$ cat config.mk
export PLATFORM = sky130hd
export DESIGN_NAME = pll_lock_ctrl
export DESIGN_NICKNAME = d
export VERILOG_FILES = /design/src/rtl/pll_lock_ctrl.sv
export SDC_FILE = /design/constraint.sdc
export NUM_CORES = 1
export LEC_CHECK = 0
export ABC_AREA = 1
export ABC_CLOCK_PERIOD_IN_PS = 3000
export CAP_MARGIN = 15
export CORE_MARGIN = 1
export CORE_UTILIZATION = 55
export CTS_BUF_LIST = sky130_fd_sc_hd__clkbuf_2 sky130_fd_sc_hd__clkbuf_4 sky130_fd_sc_hd__clkbuf_8
export DETAILED_ROUTE_END_ITERATION = 16
export PLACE_DENSITY = 0.81
export SLEW_MARGIN = 20
export SYNTH_ARGS = -nofsm -noshare
export SYNTH_HDL_FRONTEND = slang
export SYNTH_SLANG_ARGS = --single-unit
export TNS_END_PERCENT = 1
$ cat constraint.sdc
create_clock -name clk -period 3 [get_ports clk]
set_input_delay 0.45 -clock clk [delete_from_list [all_inputs] [get_ports clk]]
set_output_delay 0.45 -clock clk [all_outputs]
set_load 0.03 [all_outputs]
$ cat src/rtl/pll_lock_ctrl.sv
// PLL reset/lock supervisor: hold, acquire, qualify, run; all outputs are registered decodes of the next state (1-cycle latency, no backpressure).
// Build with PLL_LOCK_CTRL_TIMEOUT_EN for acquisition timeout, retry counting and the FAIL state.
module pll_lock_ctrl #(
    parameter int unsigned RST_CYC     = 16,
    parameter int unsigned LOCK_CNT    = 256,
    parameter int unsigned TIMEOUT_CYC = 65536,
    parameter int unsigned MAX_RETRY   = 3,
    parameter int unsigned CW          = 17
) (
    input  logic       clk,
    input  logic       rst_n,
    input  logic       en,
    input  logic       restart,
    input  logic       pll_locked,
    output logic       pll_rst_n,
    output logic       out_en,
    output logic       ready,
    output logic       fail,
    output logic       lol,
    output logic [3:0] retries,
    output logic [2:0] state
);

    typedef enum logic [2:0] {
        S_IDLE = 3'd0,
        S_HOLD = 3'd1,
        S_ACQ  = 3'd2,
        S_RUN  = 3'd3,
        S_FAIL = 3'd4
    } state_t;

    localparam logic [CW-1:0] ONE       = CW'(1);
    localparam logic [CW-1:0] RST_LAST  = CW'(RST_CYC - 1);
    localparam logic [CW-1:0] LOCK_LAST = CW'(LOCK_CNT - 1);

    if (RST_CYC < 1 || LOCK_CNT < 1 || MAX_RETRY > 15 ||
        RST_CYC >= (64'd1 << CW) || LOCK_CNT >= (64'd1 << CW) ||
        TIMEOUT_CYC >= (64'd1 << CW)) begin : g_bad_cfg
        $error("pll_lock_ctrl: parameter out of range");
    end

    state_t        state_q, state_d;
    logic [CW-1:0] cnt_q, cnt_d;
    logic          lol_q, lol_d;
    logic          pll_rst_n_q, run_q;

`ifdef PLL_LOCK_CTRL_TIMEOUT_EN
    localparam logic [CW-1:0] TO_LAST   = CW'(TIMEOUT_CYC - 1);
    localparam logic [3:0]    RETRY_MAX = 4'(MAX_RETRY);

    logic [CW-1:0] tcnt_q, tcnt_d;
    logic [3:0]    retries_q, retries_d;
    logic          fail_q;
`endif

    always_comb begin
        state_d = state_q;
        cnt_d   = cnt_q;
        lol_d   = lol_q;
`ifdef PLL_LOCK_CTRL_TIMEOUT_EN
        tcnt_d    = tcnt_q;
        retries_d = retries_q;
`endif
        if (!en) begin
            state_d = S_IDLE;
            cnt_d   = '0;
            lol_d   = 1'b0;
`ifdef PLL_LOCK_CTRL_TIMEOUT_EN
            tcnt_d    = '0;
            retries_d = '0;
`endif
        end else if (restart) begin
            state_d = S_HOLD;
            cnt_d   = '0;
            lol_d   = 1'b0;
`ifdef PLL_LOCK_CTRL_TIMEOUT_EN
            tcnt_d    = '0;
            retries_d = '0;
`endif
        end else begin
            case (state_q)
                S_IDLE: begin
                    state_d = S_HOLD;
                    cnt_d   = '0;
                end
                S_HOLD: begin
                    if (cnt_q == RST_LAST) begin
                        state_d = S_ACQ;
                        cnt_d   = '0;
`ifdef PLL_LOCK_CTRL_TIMEOUT_EN
                        tcnt_d = '0;
`endif
                    end else begin
                        cnt_d = cnt_q + ONE;
                    end
                end
                S_ACQ: begin
                    // Any low sample restarts qualification: lock must be consecutive.
                    cnt_d = pll_locked ? cnt_q + ONE : '0;
`ifdef PLL_LOCK_CTRL_TIMEOUT_EN
                    tcnt_d = tcnt_q + ONE;
`endif
                    if (pll_locked && cnt_q == LOCK_LAST) begin
                        state_d = S_RUN;
                        cnt_d   = '0;
`ifdef PLL_LOCK_CTRL_TIMEOUT_EN
                        retries_d = '0;
                    end else if (tcnt_q == TO_LAST) begin
                        cnt_d  = '0;
                        tcnt_d = '0;
                        if (retries_q == RETRY_MAX) begin
                            state_d = S_FAIL;
                        end else begin
                            state_d   = S_HOLD;
                            retries_d = retries_q + 4'd1;
                        end
`endif
                    end
                end
                S_RUN: begin
                    if (!pll_locked) begin
                        state_d = S_HOLD;
                        cnt_d   = '0;
                        lol_d   = 1'b1;
                    end
                end
                S_FAIL: begin
                    state_d = S_FAIL;
                end
                default: begin
                    state_d = S_IDLE;
                    cnt_d   = '0;
                end
            endcase
        end
    end

    always_ff @(posedge clk or negedge rst_n) begin
        if (!rst_n) begin
            state_q     <= S_IDLE;
            cnt_q       <= '0;
            lol_q       <= 1'b0;
            pll_rst_n_q <= 1'b0;
            run_q       <= 1'b0;
`ifdef PLL_LOCK_CTRL_TIMEOUT_EN
            tcnt_q    <= '0;
            retries_q <= '0;
            fail_q    <= 1'b0;
`endif
        end else begin
            state_q     <= state_d;
            cnt_q       <= cnt_d;
            lol_q       <= lol_d;
            pll_rst_n_q <= (state_d == S_ACQ) || (state_d == S_RUN);
            run_q       <= (state_d == S_RUN);
`ifdef PLL_LOCK_CTRL_TIMEOUT_EN
            tcnt_q    <= tcnt_d;
            retries_q <= retries_d;
            fail_q    <= (state_d == S_FAIL);
`endif
        end
    end

    assign pll_rst_n = pll_rst_n_q;
    assign out_en    = run_q;
    assign ready     = run_q;
    assign lol       = lol_q;
    assign state     = state_q;
`ifdef PLL_LOCK_CTRL_TIMEOUT_EN
    assign fail    = fail_q;
    assign retries = retries_q;
`else
    assign fail    = 1'b0;
    assign retries = 4'd0;
`endif

endmodule

==> impl_metrics.py <==
metrics = {
    "detailed_routing": {
        "drt_wl_total_mm": 3.14,
        "firstDrtPassIters": 4,
        "vias_per_cell": 5.48,
        "wire_per_inst_um": 12.9,
        "vias": 1336,
        "drc": 0,
        "drt_iter0_markers": 62,
        "drtAntennaViolNets": 0,
    },
    "global_route": {
        "grt_pass1_wl_mm": 5.40,
        "globalRouteTotalUtil": 0.258,
        "grt-ovfl-total": 0,
        "grt_antenna_before_repair": 0,
        "first_global_vias": 1270,
        "grt_max_degree": 24,
    },
    "final_layout": {
        "fillers": 208,
        "n_antenna_cell": 0,
        "seq_area_um2": 576,
        "area_delta_synth_final_pct": 8.24,
        "multiInputGateArea_um2": 779,
        "final_area_mm2": 0.00164,
        "finalNetCount": 221,
        "drive_gt1_frac": 0.173,
    },
    "cts": {
        "cts_sinks": 23,
        "max-clock-path-buffers": 2,
        "cts_resized": 0,
        "cts-buffers-inserted": 3,
        "htreeDepth": 1,
        "cts_hold_buf": 0,
        "clk_pin_slew_ns": 0.12,
        "worst_skew_pair.late_latency_ns": 0.31,
        "cts_tree": "yes",
        "root_buffer": "clkbuf_4",
        "cts_setup_buffers": 0,
    },
    "timing": {
        "max_freq_mhz": 498,
        "period_share": 0.670,
        "finalHoldViolCount": 0,
        "finalSetupTns_ns": 0,
        "rsz0062_at_grt": "false",
        "finalSetupViolCount": 0,
        "finalMaxSlewViolations": 0,
        "finalClockSkew_ns": 0.00244,
        "period_minus_slack_ns": 2.01,
    },
    "critical_path": {
        "r2r_slack_ns": 1.15,
        "critPathKind": "flip-flop to output port",
        "crit_path_end": "state[2]",
        "slowest_stage": "clkdlybuf4s50_1",
        "r2r_end": "cnt_q[14]$_DFFE_PN0P_",
        "worstPathArrival_ns": 1.56,
        "setup.worst_path.start_class": "flip-flop",
        "crit_cells": 1,
        "r2r_cells": 12,
        "cp.required_ns": 2.55,
        "worstPathCellList": "clkdlybuf4s50_1",
        "cp-end-kind": "output port",
        "critPathMaxFanout": 6,
        "path_delay_family": "buffers and inverters",
        "r2r-start": "cnt_q[0]$_DFFE_PN0P_",
        "critPathBufInv": 1,
        "crit_path_max_incr_delay_ns": 0.73,
        "startpoint": "state[2]$_DFF_PN0_",
    },
    "place": {
        "gp_congestion": 0.920,
        "dpl_cell_area_mm2": 0.00162,
        "port_buffers": 11,
        "dp.final_hpwl_mm": 2.50,
    },
    "die": {
        "start_util": 0.597,
        "dieArea_mm2": 0.00298,
        "fp-row-count": 18,
        "die_y_um": 54.6,
        "die_w_um": 54.6,
        "ios": 17,
        "core_mm2": 0.00254,
    },
    "power_and_ir_drop": {
        "peakVddDrop_mv": 0.245,
        "leakagePower_nw": 0.739,
        "totalPowerFinal_mw": 0.499,
        "p_per_area_mw_per_mm2": 303,
    },
    "logic_synthesis": {
        "postSynthAreaPerCell_um2": 7.52,
        "syn-cell-area_mm2": 0.00152,
        "async_flop_share": 1.00,
        "ys_ff_latch": 23,
        "synth_common_cells": "43 x nand2_1, 31 x nor2_1, 25 x inv_1",
        "synth_cells": 202,
        "yosys.area.top_type": "dfrtp_1",
        "ys.flop_type": "dfrtp_1",
        "synth_top_area_share": 0.379,
        "yosys.cell_count.top_type": "nand2_1",
        "ys_warn_count": 0,
        "ys_seq_area_frac": 0.379,
        "synth_edf_count": 0,
        "synth.distinct_cells": 26,
        "synthTopCellsByArea": "dfrtp_1 38%, nand2_1 11%, nor2_1 7.7%",
    },
    "flow_run": {
        "cap_violations": 0,
    },
    "run_status": {
        "status": "finished clean",
    },
    "min_path": {
        "holdCritPathClass": "input pin to async pin",
    },
}
==> stage by stage <==
stage | utilization | hold slack (ns) | cells | setup slack (ns)
2_1_floorplan | - | 0.154 | 206 | 1.46
3_3_place_gp | 0.635 | 0.502 | 240 | 1.05
3_5_place_dp | 0.635 | 0.513 | 240 | 0.945
4_1_cts | 0.646 | 0.492 | 244 | 0.975
5_1_grt | 0.646 | 0.511 | 244 | 0.940
6_report | 0.646 | 0.482 | 244 | 0.991
==> report_power, final <==
| part | total (mW) | leakage [nW] | internal [mW] | switching, mW |
|---|---|---|---|---|
| Combinational | 0.0441 | 0.402 | 0.0121 | 0.0321 |
| Sequential | 0.314 | 0.319 | 0.311 | 0.00255 |
| Clock | 0.141 | 0.0177 | 0.0499 | 0.0906 |
==> cell families (layout without fill, tap and decap cells) <==
group                    count (synthesis)  count (layout)  share of synthesized area
XOR/XNOR                                 8               8                     0.0461
AND/OR/NAND/NOR                        126             126                      0.416
buffers and inverters                   35              43                      0.118
other                                    1               5                    0.00247
flip-flops                              23              23                      0.379
adder cells (fa/ha/maj)                  1               1                    0.00824
AO/OA/AOI/OAI                            8               8                     0.0305
==> registers in the layout, indices dropped and copies added, names as in the netlist <==
name,flops
cnt_q,17
state,3
lol,1
out_en,1
pll_rst_n,1
==> final cells by class <==
class	instances	area share
multi-input cells	148	0.474
flip-flops and latches	23	0.350
repair buffers	12	0.0715
inverters	27	0.0647
well taps	30	0.0228
clock buffers	3	0.0137
clock inverters	1	0.00304
==> worst min-delay path by stage <==
stage | startpoint | endpoint | slack (ns)
final | rst_n | pll_rst_n$_DFF_PN0_ | 0.48
after global routing | rst_n | state[1]$_DFF_PN0_ | 0.51
after CTS | rst_n | pll_rst_n$_DFF_PN0_ | 0.49
after detailed placement | cnt_q[1]$_DFFE_PN0P_ | cnt_q[1]$_DFFE_PN0P_ | 0.51
after global placement | cnt_q[1]$_DFFE_PN0P_ | cnt_q[1]$_DFFE_PN0P_ | 0.50
after floorplan | rst_n | cnt_q[0]$_DFFE_PN0P_ | 0.15
==> metal layers <==
| metal | global-route usage | vias to the layer above | wire length, µm |
|---|---|---|---|
| met2 | 0.423 | 69 | 1460 |
| met1 | 0.336 | 620 | 1370 |
| met3 | 0.0333 | 9 | 239 |
| met4 | 0.120 | 0 | 77 |
| met5 | 0 | - | 0 |
| li1 | - | 638 | - |
==> layout by cell type (no fill, tap or decap) <==
cell type,instances
nand2_1,43
nor2_1,31
inv_1,25
dfrtp_1,23
nand3_1,14
nor2_2,13
clkdlybuf4s50_1,11
xor2_1,7
nand2_2,6
nand4_1,5
conb_1,5
nand3_2,4
nor2_4,3
o21ai_0,3
clkbuf_4,3
nor3_2,2
a21oi_1,2
nand2_4,2
inv_4,2
nor3_1,2
o211ai_1,1
nand3b_1,1
o22ai_1,1
o21bai_1,1
xnor2_1,1
ha_1,1
clkinv_2,1
buf_4,1
Note: power is estimated with default switching activity, not from simulation.
